==> config.mk <==
export PLATFORM = sky130hd
export DESIGN_NAME = temp_display_sched
export DESIGN_NICKNAME = d
export VERILOG_FILES = /design/src/rtl/temp_display_sched.sv
export SDC_FILE = /design/constraint.sdc
export NUM_CORES = 1
export LEC_CHECK = 0
export BUFFER_PORTS_ARGS = -buffer_cell sky130_fd_sc_hd__buf_2
export CAP_MARGIN = 20
export CORE_MARGIN = 5
export CORE_UTILIZATION = 40
export CTS_BUF_LIST = sky130_fd_sc_hd__clkbuf_8
export CTS_CLUSTER_DIAMETER = 80
export DETAILED_ROUTE_END_ITERATION = 8
export GPL_ROUTABILITY_DRIVEN = 1
export PLACE_DENSITY_LB_ADDON = 0.3
export SLEW_MARGIN = 5
export SYNTH_ARGS = -nofsm -noshare
export SYNTH_HDL_FRONTEND = slang
export SYNTH_SLANG_ARGS = --single-unit
==> constraint.sdc <==
create_clock -name clk -period 2.1 [get_ports clk]
set_input_delay 0 -clock clk [delete_from_list [all_inputs] [get_ports clk]]
set_output_delay 0 -clock clk [all_outputs]
set_load 0.05 [all_outputs]
==> src/rtl/temp_display_sched.sv <==
// Round-robin temperature readout sequencer. Grants one sensor at a time,
// converts its 12-bit sample to BCD with a serial double-dabble engine, and
// parks the result in a per-sensor shadow register. Shadow values move to the
// display-facing registers only on frame_start, so renderers never tear.
module temp_display_sched #(
  parameter int NUM_SENSORS = 2,
  parameter int MAX_DISPLAY = 999
) (
  input  logic                      clk,
  input  logic                      reset_n,
  input  logic [NUM_SENSORS-1:0]    sample_valid,
  input  logic [12*NUM_SENSORS-1:0] sample_data,
  output logic [NUM_SENSORS-1:0]    sample_ack,
  input  logic                      frame_start,
  output logic [12*NUM_SENSORS-1:0] disp_bcd,
  output logic [NUM_SENSORS-1:0]    disp_overflow,
  output logic                      busy
);

  localparam int IDX_W = (NUM_SENSORS > 1) ? $clog2(NUM_SENSORS) : 1;
  // Clamp value already in BCD form: hundreds/tens/ones.
  localparam logic [11:0] MAX_BCD = {4'(MAX_DISPLAY / 100),
                                     4'((MAX_DISPLAY / 10) % 10),
                                     4'(MAX_DISPLAY % 10)};

  typedef enum logic [1:0] {S_IDLE, S_CONVERT, S_STORE} state_e;

  state_e           state_q, state_d;
  logic [IDX_W-1:0] last_grant_q, last_grant_d;
  logic [11:0]      raw_q, raw_d;      // captured binary value, kept for the clamp test
  logic [27:0]      dd_q, dd_d;        // {bcd16, bin12} double-dabble shift register
  logic [3:0]       cnt_q, cnt_d;      // remaining iterations

  logic             grant_found;
  logic [IDX_W-1:0] grant_idx;
  int               cand;

  logic [11:0]      store_bcd;
  logic             store_ovf;

  // One double-dabble iteration: add 3 to every BCD nibble >= 5, then shift.
  function automatic logic [27:0] dd_step(input logic [27:0] v);
    logic [27:0] t;
    t = v;
    for (int n = 0; n < 4; n++) begin
      if (t[12+4*n +: 4] >= 4'd5) begin
        t[12+4*n +: 4] = t[12+4*n +: 4] + 4'd3;
      end
    end
    return {t[26:0], 1'b0};
  endfunction

  // Round-robin search starting just past the last granted sensor.
  always_comb begin
    grant_found = 1'b0;
    grant_idx   = '0;
    cand        = 0;
    for (int k = 1; k <= NUM_SENSORS; k++) begin
      cand = (int'(last_grant_q) + k) % NUM_SENSORS;
      if (!grant_found && sample_valid[IDX_W'(cand)]) begin
        grant_found = 1'b1;
        grant_idx   = IDX_W'(cand);
      end
    end
  end

  // Next-state logic and the combinational ack pulse issued in the grant cycle.
  always_comb begin
    state_d      = state_q;
    last_grant_d = last_grant_q;
    raw_d        = raw_q;
    dd_d         = dd_q;
    cnt_d        = cnt_q;
    sample_ack   = '0;
    case (state_q)
      S_IDLE: begin
        if (grant_found) begin
          sample_ack[grant_idx] = reset_n;
          raw_d        = sample_data[12*int'(grant_idx) +: 12];
          dd_d         = {16'd0, sample_data[12*int'(grant_idx) +: 12]};
          cnt_d        = 4'd12;
          last_grant_d = grant_idx;
          state_d      = S_CONVERT;
        end
      end
      S_CONVERT: begin
        dd_d  = dd_step(dd_q);
        cnt_d = cnt_q - 4'd1;
        if (cnt_q == 4'd1) begin
          state_d = S_STORE;
        end
      end
      S_STORE: begin
        state_d = S_IDLE;
      end
      default: begin
        state_d = S_IDLE;
      end
    endcase
  end

  // Sequencer state register.
  always_ff @(posedge clk) begin
    if (!reset_n) begin
      state_q      <= S_IDLE;
      last_grant_q <= IDX_W'(NUM_SENSORS - 1);
      raw_q        <= '0;
      dd_q         <= '0;
      cnt_q        <= '0;
    end else begin
      state_q      <= state_d;
      last_grant_q <= last_grant_d;
      raw_q        <= raw_d;
      dd_q         <= dd_d;
      cnt_q        <= cnt_d;
    end
  end

  // Value written to the shadow of the granted sensor during STORE.
  always_comb begin
    store_ovf = (int'(raw_q) > MAX_DISPLAY);
    store_bcd = store_ovf ? MAX_BCD : dd_q[23:12];
  end

  assign busy = (state_q != S_IDLE);

  generate
    for (genvar gi = 0; gi < NUM_SENSORS; gi++) begin : g_sensor
      logic [11:0] shadow_bcd_q;
      logic        shadow_ovf_q;
      logic [11:0] disp_bcd_q;
      logic        disp_ovf_q;

      // Shadow written in STORE; display copy taken from the old shadow on frame_start.
      always_ff @(posedge clk) begin
        if (!reset_n) begin
          shadow_bcd_q <= '0;
          shadow_ovf_q <= 1'b0;
          disp_bcd_q   <= '0;
          disp_ovf_q   <= 1'b0;
        end else begin
          if (state_q == S_STORE && last_grant_q == IDX_W'(gi)) begin
            shadow_bcd_q <= store_bcd;
            shadow_ovf_q <= store_ovf;
          end
          if (frame_start) begin
            disp_bcd_q <= shadow_bcd_q;
            disp_ovf_q <= shadow_ovf_q;
          end
        end
      end

      assign disp_bcd[12*gi +: 12] = disp_bcd_q;
      assign disp_overflow[gi]     = disp_ovf_q;
    end
  endgenerate

endmodule

==> results.yml <==
yosys:
  synthAdderAreaFrac: 0.02593
  syn_nets: 440
  synth_compound_area_frac: 0.2084
  muxShareOfSynthArea: 0.07034
  synthArstFlopShare: 0
  ys_types: 47
  synth_top_family_by_area: "compound AO/OA/AOI/OAI gates"
  synth-simple-area-share: 0.1559
  syn_area_mm2: 0.003860
  synth_edf_count: 0
  synth-seq-cells: 92
  ys.flop_type: "dfxtp_1"
  yosys_warnings: 0
  synth-seq-area-share: 0.4771
  synthXorXnorAreaFrac: 0.002269
  synthCells: 403
  avgSynthCellArea_um2: 9.578
clocking:
  ctsRootBufferMaster: "clkbuf_8"
  cts_tree: "yes"
  clock_latency_ns: 0.35
  numCtsBuffers: 9
  cts_htree_levels: 3
  clk_path_buf_depth: 2
  clk_pin_slew_ns: 0.09
  post_cts_buffers: 0
  cts.sinks: 92
floorplan:
  die_w_um: 108.2
  coreArea_mm2: 0.009328
  io_pins: 58
  dieArea_mm2: 0.01171
  fp.dieH_um: 108.2
  rows: 35
  initial_core_util: 0.4138
timing:
  worst_slack_ns: 0.1605
  finalHoldViolCount: 0
  layout_min_cycle_time_ns: 1.940
  setup_viol: 0
  fmax_mhz: 515.6
  skew_ns: 0.006823
  slew_headroom: 0.4164
  rsz0062_at_grt: "false"
  tightest_slew_ns: 0.8662
  whs_ns: 0.02318
  post-route-period-util: 0.9236
  finalSetupTns_ns: 0
  slew_violations: 0
routing:
  vias: 3123
  dr.pass1.iters: 4
  top_layer_used: "met4"
  route.met2.wl_um: 4180
  viasPerCell: 5.338
  drc: 0
  wirelength_um: 8749
  wl_per_cell_um: 14.96
  wl_met3_um: 590
  drtIter0Drc: 153
  wl_met1_um: 3926
  ant_nets: 0
worst_setup_path:
  cp_slowest_stage_delay_ns: 0.60
  crit_type: "flip-flop to flip-flop"
  cp_max_fo: 11
  cp.required_ns: 2.38
  r2r_slack_ns: 0.16
  crit_chain: "nand2b_1 -> o221ai_1 -> dlygate4sd3_1 -> a21oi_1"
  path_buf_inv: 1
  critical_path.slowest_cell: "dfxtp_1"
  arrival_ns: 2.22
  end_kind: "flip-flop"
  critPathTopFamily: "flip-flops"
  startpoint_type: "flip-flop"
placement:
  dp.final_hpwl_um: 6051
  place.gp.congestion: 0.7911
  post_dp_cell_area_mm2: 0.004213
  dp_slack_ns: 0.3773
  post-place-cells: 564
  port_buffers: 56
power_and_ir_drop:
  power.leakage_nw: 1.778
  p_total_mw: 3.496
  ir_drop_uv: 385.0
  powerDensity_mw_per_mm2: 777.5
global_routing:
  track_usage: 0.1541
  grt_pass1_wl_um: 14310
  grt_max_degree: 54
  antenna_found_initial: 0
  grt_overflow: 0
  grt_pass1_vias: 3054
run_status:
  status: "finished, final reports clean"
cells_and_area:
  fin_cells: 585
  postLayoutCellArea_mm2: 0.004496
  area_delta_synth_final_pct: 16.47
  diodes: 0
  nNetsFinal: 489
  post-route-util: 0.4820
  multi_input_area_mm2: 0.001789
  regArea_mm2: 0.001842
  drive_above_1_share: 0.2149
  num-fill-cells: 874
flow_run:
  maxCapViolCount: 0
worst_hold_path:
  holdCritPathClass: "input pin to flip-flop"
sequential cells by signal, summed over array words and instances (netlist names):
register	cells
cnt_q	4
g_sensor.disp_ovf_q	2
last_grant_q	1
g_sensor.shadow_ovf_q	2
raw_q	9
g_sensor.shadow_bcd_q	24
g_sensor.disp_bcd_q	24
state_q	2
dd_q	24
kinds of logic after synthesis:
group           after synthesis
mux                          27
xor+xnor                      1
flops                        92
fa+ha+maj                     8
buf+inv                      48
compound gates              110
simple gates                117
worst paths after layout:
kind / from / to / depth (start not counted)
max reg2reg: last_grant_q / dd_q[0] / 4
min: sample_data[3] / dd_q[3] / 3
max: last_grant_q / dd_q[0] / 4
min reg2reg: raw_q[11] / raw_q[11] / 2
per-layer routing:
layer	GRT usage	vias up
li1	-	1579
met1	0.1843	1452
met2	0.2669	88
met3	0.03761	4
met4	0.05861	0
met5	0	-
worst min-delay path, stage by stage:
cell and delay [ns]:
buf_2 0.07, o221ai_1 0.13, a21oi_1 0.13
final cells by class:
| class | count | share of cell area |
|---|---|---|
| flip-flops and latches | 92 | 0.4097 |
| multi-input cells | 263 | 0.3980 |
| repair buffers | 76 | 0.09908 |
| well taps | 129 | 0.03590 |
| clock buffers | 9 | 0.02755 |
| clock inverters | 6 | 0.02143 |
| inverters | 10 | 0.008350 |
where the power goes:
group | leakage (nW) | switching (mW) | internal (mW) | total, mW
clock network | 0.108 | 0.620 | 0.680 | 1.30
registers | 0.746 | 0.0430 | 1.80 | 1.84
logic | 0.923 | 0.216 | 0.138 | 0.354
cell usage in the layout, fill, tap and decap left out, types with 4 or more instances in the layout:
cell type and count:
a21oi_1 34, a22oi_1 6, buf_2 56, buf_4 14
clkbuf_8 9, dfxtp_1 92, dlygate4sd3_1 6, ha_1 8
inv_1 9, mux2i_1 26, nand2_1 25, nand2b_1 6
nand3_1 33, nor2_1 29, nor3_1 4, o211ai_1 5
o21ai_0 10, o221a_1 6, o221a_2 6, o221ai_1 14
o31ai_1 12
timing repair:
item                                    in CTS  in global routing
resized for setup                            0                  1
hold buffers                                 6                  0
endpoints found under the hold margin        3                  0
endpoints found under the setup margin       0                  2
Yosys cell counts, types with 3 or more instances:
| library cell | number | area (um^2) |
|---|---|---|
| o221ai_1 | 14 | 122.6 |
| o21ai_0 | 10 | 50.05 |
| a31oi_1 | 3 | 18.77 |
| buf_4 | 3 | 22.52 |
| dfxtp_1 | 92 | 1842 |
| o31ai_1 | 12 | 90.09 |
| a211o_1 | 3 | 26.28 |
| o211ai_1 | 5 | 37.54 |
| o221a_2 | 6 | 67.56 |
| nand2b_1 | 6 | 37.54 |
| nor2_1 | 29 | 108.9 |
| or3_1 | 3 | 18.77 |
| clkbuf_1 | 12 | 45.04 |
| inv_1 | 9 | 33.78 |
| a22oi_1 | 6 | 45.04 |
| nand2_1 | 25 | 93.84 |
| buf_2 | 18 | 90.09 |
| a21oi_1 | 34 | 170.2 |
| o221a_1 | 6 | 67.56 |
| nand4b_1 | 3 | 26.28 |
| nor4b_1 | 3 | 26.28 |
| nor3_1 | 4 | 20.02 |
| a2111o_1 | 3 | 33.78 |
| nand3_1 | 33 | 165.2 |
| ha_1 | 8 | 100.1 |
| mux2i_1 | 26 | 260.3 |
(Power assumes the default switching activity.)
